==> src/rtl/e3_display_scan_if.sv <==
// Bus between the E3 converter side and the display scanner: digit word and
// sign in, registered segment/anode drive and status out.
interface e3_display_scan_if;
    logic [15:0] E3_in;
    logic        Sign_in;
    logic        blank_lz;
    logic [6:0]  seg;
    logic [4:0]  an;
    logic        err;
    logic        frame_done;

    modport master (
        output E3_in, Sign_in, blank_lz,
        input  seg, an, err, frame_done
    );

    modport slave (
        input  E3_in, Sign_in, blank_lz,
        output seg, an, err, frame_done
    );
endinterface

==> src/rtl/e3_display_scan.sv <==
// Five-position multiplexed 7-segment driver for a four-digit excess-3 (or BCD)
// word plus sign, refreshed from a once-per-frame snapshot.
//
// state          | meaning
// ---------------+--------------------------------------------
// POS_UNITS      | units digit lit, an bit0
// POS_TENS       | tens digit lit, an bit1
// POS_HUNDREDS   | hundreds digit lit, an bit2
// POS_THOUSANDS  | thousands digit lit, an bit3
// POS_SIGN       | sign position lit, an bit4; snapshot taken on its last cycle
module e3_display_scan #(
    parameter int DIV        = 50000,
    parameter bit E3_CODED   = 1'b1,
    parameter bit ACTIVE_LOW = 1'b1
) (
    input  logic          clk,
    input  logic          rst,
    e3_display_scan_if.slave bus
);

    localparam int              CW         = (DIV > 1) ? $clog2(DIV) : 1;
    localparam logic [CW-1:0]   CNT_LAST   = CW'(DIV - 1);
    localparam logic [15:0]     SHADOW_RST = E3_CODED ? 16'h3333 : 16'h0000;

    localparam logic [6:0] SEG_MINUS = 7'h40;
    localparam logic [6:0] SEG_E     = 7'h79;
    localparam logic [6:0] SEG_BLANK = 7'h00;

    typedef enum logic [2:0] {
        POS_UNITS     = 3'd0,
        POS_TENS      = 3'd1,
        POS_HUNDREDS  = 3'd2,
        POS_THOUSANDS = 3'd3,
        POS_SIGN      = 3'd4
    } pos_t;

    pos_t          pos_q;
    pos_t          pos_next;
    logic [CW-1:0] cnt_q;
    logic          tick;
    logic          capture;

    logic [15:0]   shadow_word_q;
    logic          shadow_sign_q;
    logic [6:0]    seg_q;
    logic [4:0]    an_q;
    logic          err_q;
    logic          frame_done_q;

    logic [6:0]    seg_next;
    logic [4:0]    an_next;

    logic [3:0]    vld;
    logic [3:0]    zero;
    logic [3:0]    blank;
    logic [6:0]    digit_seg [4];
    logic          in_err;

    function automatic logic nib_valid(input logic [3:0] n);
        if (E3_CODED)
            return (n >= 4'd3) && (n <= 4'd12);
        else
            return (n <= 4'd9);
    endfunction

    function automatic logic [3:0] nib_digit(input logic [3:0] n);
        return E3_CODED ? (n - 4'd3) : n;
    endfunction

    function automatic logic [6:0] digit_pattern(input logic [3:0] d);
        logic [6:0] p;
        case (d)
            4'd0:    p = 7'h3F;
            4'd1:    p = 7'h06;
            4'd2:    p = 7'h5B;
            4'd3:    p = 7'h4F;
            4'd4:    p = 7'h66;
            4'd5:    p = 7'h6D;
            4'd6:    p = 7'h7D;
            4'd7:    p = 7'h07;
            4'd8:    p = 7'h7F;
            4'd9:    p = 7'h6F;
            default: p = SEG_BLANK;
        endcase
        return p;
    endfunction

    assign tick    = (cnt_q == CNT_LAST);
    assign capture = tick && (pos_q == POS_SIGN);

    always_ff @(posedge clk) begin
        if (rst)
            cnt_q <= '0;
        else if (tick)
            cnt_q <= '0;
        else
            cnt_q <= cnt_q + CW'(1);
    end

    // Blanking chain runs from thousands down; an invalid nibble is never zero,
    // so it stops the chain for every lower digit.
    always_comb begin
        in_err = 1'b0;
        for (int i = 0; i < 4; i++) begin
            vld[i]  = nib_valid(shadow_word_q[4*i +: 4]);
            zero[i] = vld[i] && (nib_digit(shadow_word_q[4*i +: 4]) == 4'd0);
            in_err  = in_err | ~nib_valid(bus.E3_in[4*i +: 4]);
        end
        blank[3] = bus.blank_lz & zero[3];
        blank[2] = blank[3] & zero[2];
        blank[1] = blank[2] & zero[1];
        blank[0] = 1'b0;
        for (int i = 0; i < 4; i++) begin
            if (!vld[i])
                digit_seg[i] = SEG_E;
            else if (blank[i])
                digit_seg[i] = SEG_BLANK;
            else
                digit_seg[i] = digit_pattern(nib_digit(shadow_word_q[4*i +: 4]));
        end
    end

    always_ff @(posedge clk) begin
        if (rst)
            pos_q <= POS_UNITS;
        else
            pos_q <= pos_next;
    end

    always_comb begin
        pos_next = pos_q;
        an_next  = 5'b00000;
        seg_next = SEG_BLANK;
        case (pos_q)
            POS_UNITS: begin
                an_next  = 5'b00001;
                seg_next = digit_seg[0];
                if (tick) pos_next = POS_TENS;
            end
            POS_TENS: begin
                an_next  = 5'b00010;
                seg_next = digit_seg[1];
                if (tick) pos_next = POS_HUNDREDS;
            end
            POS_HUNDREDS: begin
                an_next  = 5'b00100;
                seg_next = digit_seg[2];
                if (tick) pos_next = POS_THOUSANDS;
            end
            POS_THOUSANDS: begin
                an_next  = 5'b01000;
                seg_next = digit_seg[3];
                if (tick) pos_next = POS_SIGN;
            end
            POS_SIGN: begin
                an_next  = 5'b10000;
                seg_next = shadow_sign_q ? SEG_MINUS : SEG_BLANK;
                if (tick) pos_next = POS_UNITS;
            end
            default: begin
                if (tick) pos_next = POS_UNITS;
            end
        endcase
    end

    // err is loaded together with the shadow word so it always describes what is shown.
    always_ff @(posedge clk) begin
        if (rst) begin
            shadow_word_q <= SHADOW_RST;
            shadow_sign_q <= 1'b0;
            seg_q         <= SEG_BLANK;
            an_q          <= 5'b00000;
            err_q         <= 1'b0;
            frame_done_q  <= 1'b0;
        end else begin
            seg_q        <= seg_next;
            an_q         <= an_next;
            frame_done_q <= capture;
            if (capture) begin
                shadow_word_q <= bus.E3_in;
                shadow_sign_q <= bus.Sign_in;
                err_q         <= in_err;
            end
        end
    end

    assign bus.seg        = ACTIVE_LOW ? ~seg_q : seg_q;
    assign bus.an         = ACTIVE_LOW ? ~an_q  : an_q;
    assign bus.err        = err_q;
    assign bus.frame_done = frame_done_q;

endmodule

==> src/flat_wrapper.sv <==
// flat-port wrapper written by rule: the top's interface ports become plain ports
module e3_display_scan_flat 
#(
    parameter int DIV        = 50000,
    parameter bit E3_CODED   = 1'b1,
    parameter bit ACTIVE_LOW = 1'b1
)
  (clk, rst, bus_E3_in, bus_Sign_in, bus_blank_lz, bus_seg, bus_an, bus_err, bus_frame_done);
  e3_display_scan_if bus_i ();
  input  logic clk;
  input  logic rst;
  input wire logic [$bits(bus_i.E3_in)-1:0] bus_E3_in;
  input wire logic [$bits(bus_i.Sign_in)-1:0] bus_Sign_in;
  input wire logic [$bits(bus_i.blank_lz)-1:0] bus_blank_lz;
  output wire logic [$bits(bus_i.seg)-1:0] bus_seg;
  output wire logic [$bits(bus_i.an)-1:0] bus_an;
  output wire logic [$bits(bus_i.err)-1:0] bus_err;
  output wire logic [$bits(bus_i.frame_done)-1:0] bus_frame_done;
  assign bus_i.E3_in = bus_E3_in;
  assign bus_i.Sign_in = bus_Sign_in;
  assign bus_i.blank_lz = bus_blank_lz;
  assign bus_seg = bus_i.seg;
  assign bus_an = bus_i.an;
  assign bus_err = bus_i.err;
  assign bus_frame_done = bus_i.frame_done;
  e3_display_scan #(.DIV(DIV), .E3_CODED(E3_CODED), .ACTIVE_LOW(ACTIVE_LOW)) u_core (.clk(clk), .rst(rst), .bus(bus_i));
endmodule
==> config.mk <==
export PLATFORM = sky130hd
export DESIGN_NAME = e3_display_scan_flat
export DESIGN_NICKNAME = d
export VERILOG_FILES = /design/src/rtl/e3_display_scan_if.sv /design/src/rtl/e3_display_scan.sv /design/src/flat_wrapper.sv
export SDC_FILE = /design/constraint.sdc
export NUM_CORES = 1
export LEC_CHECK = 0
export BUFFER_PORTS_ARGS = -buffer_cell sky130_fd_sc_hd__buf_4
export CAP_MARGIN = 20
export CORE_AREA = 2 2 83 85
export CTS_BUF_LIST = sky130_fd_sc_hd__clkbuf_8
export DETAILED_ROUTE_END_ITERATION = 8
export DIE_AREA = 0 0 85 87
export GPL_TIMING_DRIVEN = 1
export PLACE_DENSITY = 0.88
export REMOVE_ABC_BUFFERS = 1
export SYNTH_ARGS = -nofsm -noshare
export SYNTH_HDL_FRONTEND = slang
export SYNTH_SLANG_ARGS = --single-unit
==> constraint.sdc <==
create_clock -name clk -period 2.5 [get_ports clk]
set_input_delay 0.375 -clock clk [delete_from_list [all_inputs] [get_ports clk]]
set_output_delay 0.375 -clock clk [all_outputs]
set_load 0.01 [all_outputs]
Word level (Yosys, flattened, before mapping)
Memories as Yosys holds them, arrays and structs flattened.
Index checks and enable logic that the tools add are counted.

cells by class
  order comparisons = 16
  eq/ne operators = 5
  reductions and logical operators = 17
  $mul = 0
  bitwise logic cells = 12
  div/mod/pow operators = 0
  multiplexer cells = 16
  add/subtract/negate cells = 5
  shift-type cells = 0

operators with widths
  kind                                                   number
  two-way mux 7 bit                                      8
  one-hot mux 7 bit (5 select lines)                     1
  >= comparator 4 x 2 -> 1 bit, second input constant    8
  less-or-equal comparator 4 bit, second input constant  8
  one-hot mux 5 bit (5 select lines)                     1
  adder 16 x 1 -> 16 bit, second input constant          1
  == test 16 bit, second input constant                  1
  subtractor 4 x 2 -> 4 bit, second input constant       4
  two-way mux 3 bit                                      5
  logical AND 1 bit                                      12
  logical NOT 4 bit                                      3
  one-hot mux 3 bit (4 select lines)                     1
  inverter 7 bit                                         1
  == test 3 x 2 -> 1 bit, second input constant          2
  inverter 5 bit                                         1
  inverter 1 bit                                         4
  AND 1 bit                                              3
  == test 3 x 1 -> 1 bit, second input constant          1
  == test 3 bit, second input constant                   1
  logical NOT 3 bit                                      1
  OR 1 bit                                               3
  OR reduction 2 bit                                     1

word-level totals
  input bits = 20
  memories = 4
  bits in latches = 0
  ROM bits = 448
  flip-flop bits (word level) = 50
  bits in writable memories = 0

memory list
  memory           depth  width  read ports  clocked after memory_dff  wr ports  RTL line               source
  (no name shown)  16     7      1           0                         0         e3_display_scan.sv:72  case (d)
  (no name shown)  16     7      1           0                         0         e3_display_scan.sv:72
  (no name shown)  16     7      1           0                         0         e3_display_scan.sv:72
  (no name shown)  16     7      1           0                         0         e3_display_scan.sv:72

Depth between registers and ports, before layout
  depth in word-level cells = 9
  gate-level depth with buffers = 9
  mapped depth without buffers = 8

Worst setup path before layout
Ideal clock, no wire load.

  path kind = register -> register
  start point = register u_core.shadow_word_q[4]
  end point = register u_core.seg_q[0]
  period minus slack after synthesis = 2.285 ns
  arrival time = 2.148 ns
  setup slack = 0.215 ns
  cell stages (with the launch flop) = 10
  library setup time = 0.137 ns
  required time = 2.363 ns
  path through = dfxtp_1 > clkbuf_2 > inv_1 > ha_1 > nor2b_1 > o311ai_0 > o21ai_0 > o311a_1 > a2111oi_1 > o22ai_1

on the way
  word-level cells in the longest chain between the ends = 7
  elaborated cells on any way between the ends = 11
  classes of those cells = add/sub: 1; order compare: 2; mux: 3; bitwise: 1; reduce/logical: 3; memory: 1

ends and longest elaborated chain
  element                                                           RTL line                source
  start, declared                                                   e3_display_scan.sv:43   logic [15:0] shadow_word_q;
  start signal, assigned                                            e3_display_scan.sv:180  shadow_word_q <= bus.E3_in;
  branches (longest 5 deep; another with memory read (16 x 7 bit))  n/a
  two-way mux 7 bit *                                               e3_display_scan.sv:114  if (!vld[i])
  one-hot mux 7 bit (5 select lines) *                              e3_display_scan.sv:134  case (pos_q)
  end signal, assigned                                              e3_display_scan.sv:176  seg_q <= seg_next;
  end, declared                                                     e3_display_scan.sv:45   logic [6:0] seg_q;

Mark *: on every way between the ends.
A chain may end at the register's enable or synchronous reset.

Final worst setup path
  start point = register u_core.shadow_word_q[5]
  end point = register u_core.seg_q[0]

Same word-level chain as after synthesis.

==> impl_metrics.ini <==
[grt]
grt_overflow = 0
antenna_found_initial = 0
grt_usage = 0.243
grt_first_pass_wirelength_um = 14900
grt_pass1_vias = 3319
grt_max_degree = 31

[logic_synthesis]
ys_types = 69
synth_ff_type = dfxtp_1
synthArstFlopShare = 0
synth_edf_count = 0
ys_seq_elements = 50
synth_cells = 501
synth_area_um2 = 3870
yosysWarningCount = 0
seq_area_frac_synth = 0.258
postSynthAreaPerCell_um2 = 7.73

[floorplanning]
fp-row-count = 30
core_um2 = 6570
start_util = 0.590
pin_count = 34
fp.dieW_um = 85
die_h_um = 87
die_area_um2 = 7400

[worst_setup_path]
r2r-end = u_core.seg_q[0]
start_kind = register
cpPeakStageDelay_ps = 430
crit_type = register to register
cp_slowest_cell = dfxtp_2
worstPathArrival_ps = 2570
cp-end-kind = register
rr_startpoint = u_core.shadow_word_q[5]
ff2ff_setup_slack_ps = 120
reg2reg_depth = 8
critPathMaxFanout = 9
critPathRequiredTime_ps = 2690
path_buf_inv = 1
cpLargestDelayFamily = compound AO/OA/AOI/OAI gates
crit_chain = inv_1 > ha_1 > nor2b_1 > o311ai_0 > o21ai_0 > o311a_1 > a2111oi_2 > o22ai_1

[timing]
min_period_ps = 2380
hold_viol = 0
fmax_mhz = 421
setup_viol = 0
tns_ps = 0
finalMaxSlewViolations = 0
worst_slack_ps = 122
fin_crit_sh = 0.951
slew_headroom = 0.601
fin_hold_ws_ps = 284
worst_pin_slew_ps = 592
finalClockSkew_ps = 8.95

[drt]
via_count = 3738
drt.antenna.violating_nets = 0
drt-initial-drc-count = 237
route.detailed.drc = 0
finalWirelength_um = 8910
via_per_inst = 6.14
first_pass_iters = 5
drt-wirelength-per-cell_um = 14.6

[place]
post-dp-hpwl_um = 6710
dp_slack_ps = 21.5
gp_congestion = 0.974
io_buffers = 33
post-place-cells = 601
place_area_um2 = 4230

[final_layout]
finalNonFillerCells = 609
final_layout_size_suffix_gt1_frac = 0.140
fin_area_um2 = 4350
area_growth_pct = 12.2
final_core_util = 0.662
diodes = 0
layout.nets = 574

[clocking]
cts_tree = done
clk_pin_slew_worst_paths_ps = 100
numCtsBuffers = 5
cts_setup_buffers = 0
clock-sinks = 50
cts_root_buf = clkbuf_8
clock_path_buffers = 2
cts_htree_levels = 2
clkLatencyLatePin_ps = 310

[outcome]
status = completed

[worst_hold_path]
hold_class = primary input to register
worstHoldPathCells = 2
min_to = u_core.shadow_word_q[8]
min_from = bus_E3_in[8]

[power_and_ir_drop]
cellLeakagePower_nw = 1.81
powerDensity_nw_per_um2 = 356
irDropWorstVdd_uv = 304
finalPower_mw = 1.55

[run]
maxCapViolations = 0
-- synthesized netlist by cell type, types with 12 or more instances --
| cell | count | area share |
|---|---|---|
| a211o_1 | 13 | 0.029 |
| a21oi_1 | 34 | 0.044 |
| clkbuf_1 | 21 | 0.020 |
| dfxtp_1 | 50 | 0.26 |
| ha_1 | 26 | 0.084 |
| inv_1 | 32 | 0.031 |
| nand2_1 | 33 | 0.032 |
| nand3_1 | 17 | 0.022 |
| nor2_1 | 56 | 0.054 |
| nor3_1 | 12 | 0.015 |
| o21ai_0 | 24 | 0.031 |
| xnor2_1 | 14 | 0.032 |
| xor2_1 | 16 | 0.036 |
-- kinds of logic (layout without fill, tap and decap cells) --
kind of cell / Yosys count / count (layout) / synth area share
xor gates and xnor gates: 30 / 30 / 0.0678
DFF: 50 / 50 / 0.258
and+or+nand+nor: 178 / 178 / 0.233
adders and majority gates: 27 / 27 / 0.0865
buffers and inverters: 65 / 93 / 0.0723
muxes: 11 / 11 / 0.0284
AOI/OAI and AO/OA: 140 / 140 / 0.253
-- power breakdown --
part	switching (mW)	internal, mW
Sequential	0.0101	0.814
Combinational	0.0730	0.0656
Clock	0.286	0.300
Total	0.370	1.18
-- worst max path at each step --
stage                                        start                 endpoint  slack [ps]  depth (start not counted)
final                      u_core.shadow_word_q[5]          u_core.seg_q[0]         120                          8
after floorplan           u_core.shadow_word_q[12]          u_core.seg_q[0]         140                          7
after global placement             u_core.cnt_q[0]  u_core.shadow_word_q[0]         230                          8
after global routing       u_core.shadow_word_q[5]          u_core.seg_q[0]         -10                          8
after CTS                  u_core.shadow_word_q[5]          u_core.seg_q[0]           2                          8
after detailed placement   u_core.shadow_word_q[5]          u_core.seg_q[0]          20                          8
-- metal layers --
layer | up-vias | part of all wire | global-route usage
met1 | 1743 | 0.43 | 0.308
met5 | - | 0 | 0
met3 | 26 | 0.059 | 0.0455
met4 | 0 | 0.026 | 0.0851
met2 | 128 | 0.48 | 0.414
li1 | 1841 | - | -
-- registers in the layout (all words and copies together) (netlist names) --
signal                 flops
u_core.bus.frame_done      1
u_core.an_q                5
u_core.bus.err             1
u_core.shadow_sign_q       1
u_core.pos_q               3
u_core.shadow_word_q      16
u_core.seg_q               7
u_core.cnt_q              16
-- layout by cell type (no fill, tap or decap), types with 2 or more instances in the layout --
cell type and instances:
a22oi_1 4, xnor2_1 14, o22ai_1 3, or3_1 7, o31ai_1 2, clkbuf_8 5
a21o_1 5, o32a_1 2, nand2_1 33, and3_1 3, o2111ai_1 3, buf_4 52
o311ai_0 4, nor2b_1 7, nand2b_1 10, o21ai_0 24, o2bb2ai_1 2, o21a_1 4
nor3b_1 2, nand4_1 6, o211ai_1 10, xor2_1 16, a31oi_1 6, a211oi_1 3
nand3b_1 6, nor3_1 12, a2bb2oi_1 4, dfxtp_1 49, nor2_1 56, inv_1 32
or2_2 3, a21boi_0 2, a21oi_1 34, and3b_1 2, nand4b_1 2, nand3_1 17
a211o_1 13, nor4_1 2, mux2i_1 11, ha_1 26
-- repair_timing --
action                     in CTS  in global routing
setup endpoints to repair       0                  7
hold buffers                    0                  0
gates resized for setup         0                  3
-- cell type report --
| cell class | count | area [um2] |
|---|---|---|
| clock buffers | 5 | 68.8 |
| clock inverters | 3 | 43.8 |
| fillers | 514 | 2220 |
| inverters | 32 | 120 |
| multi-input cells | 386 | 2600 |
| flip-flops and latches | 50 | 1000 |
| well taps | 80 | 100 |
| repair buffers | 53 | 410 |
Note: power is estimated with default switching activity, not from simulation.
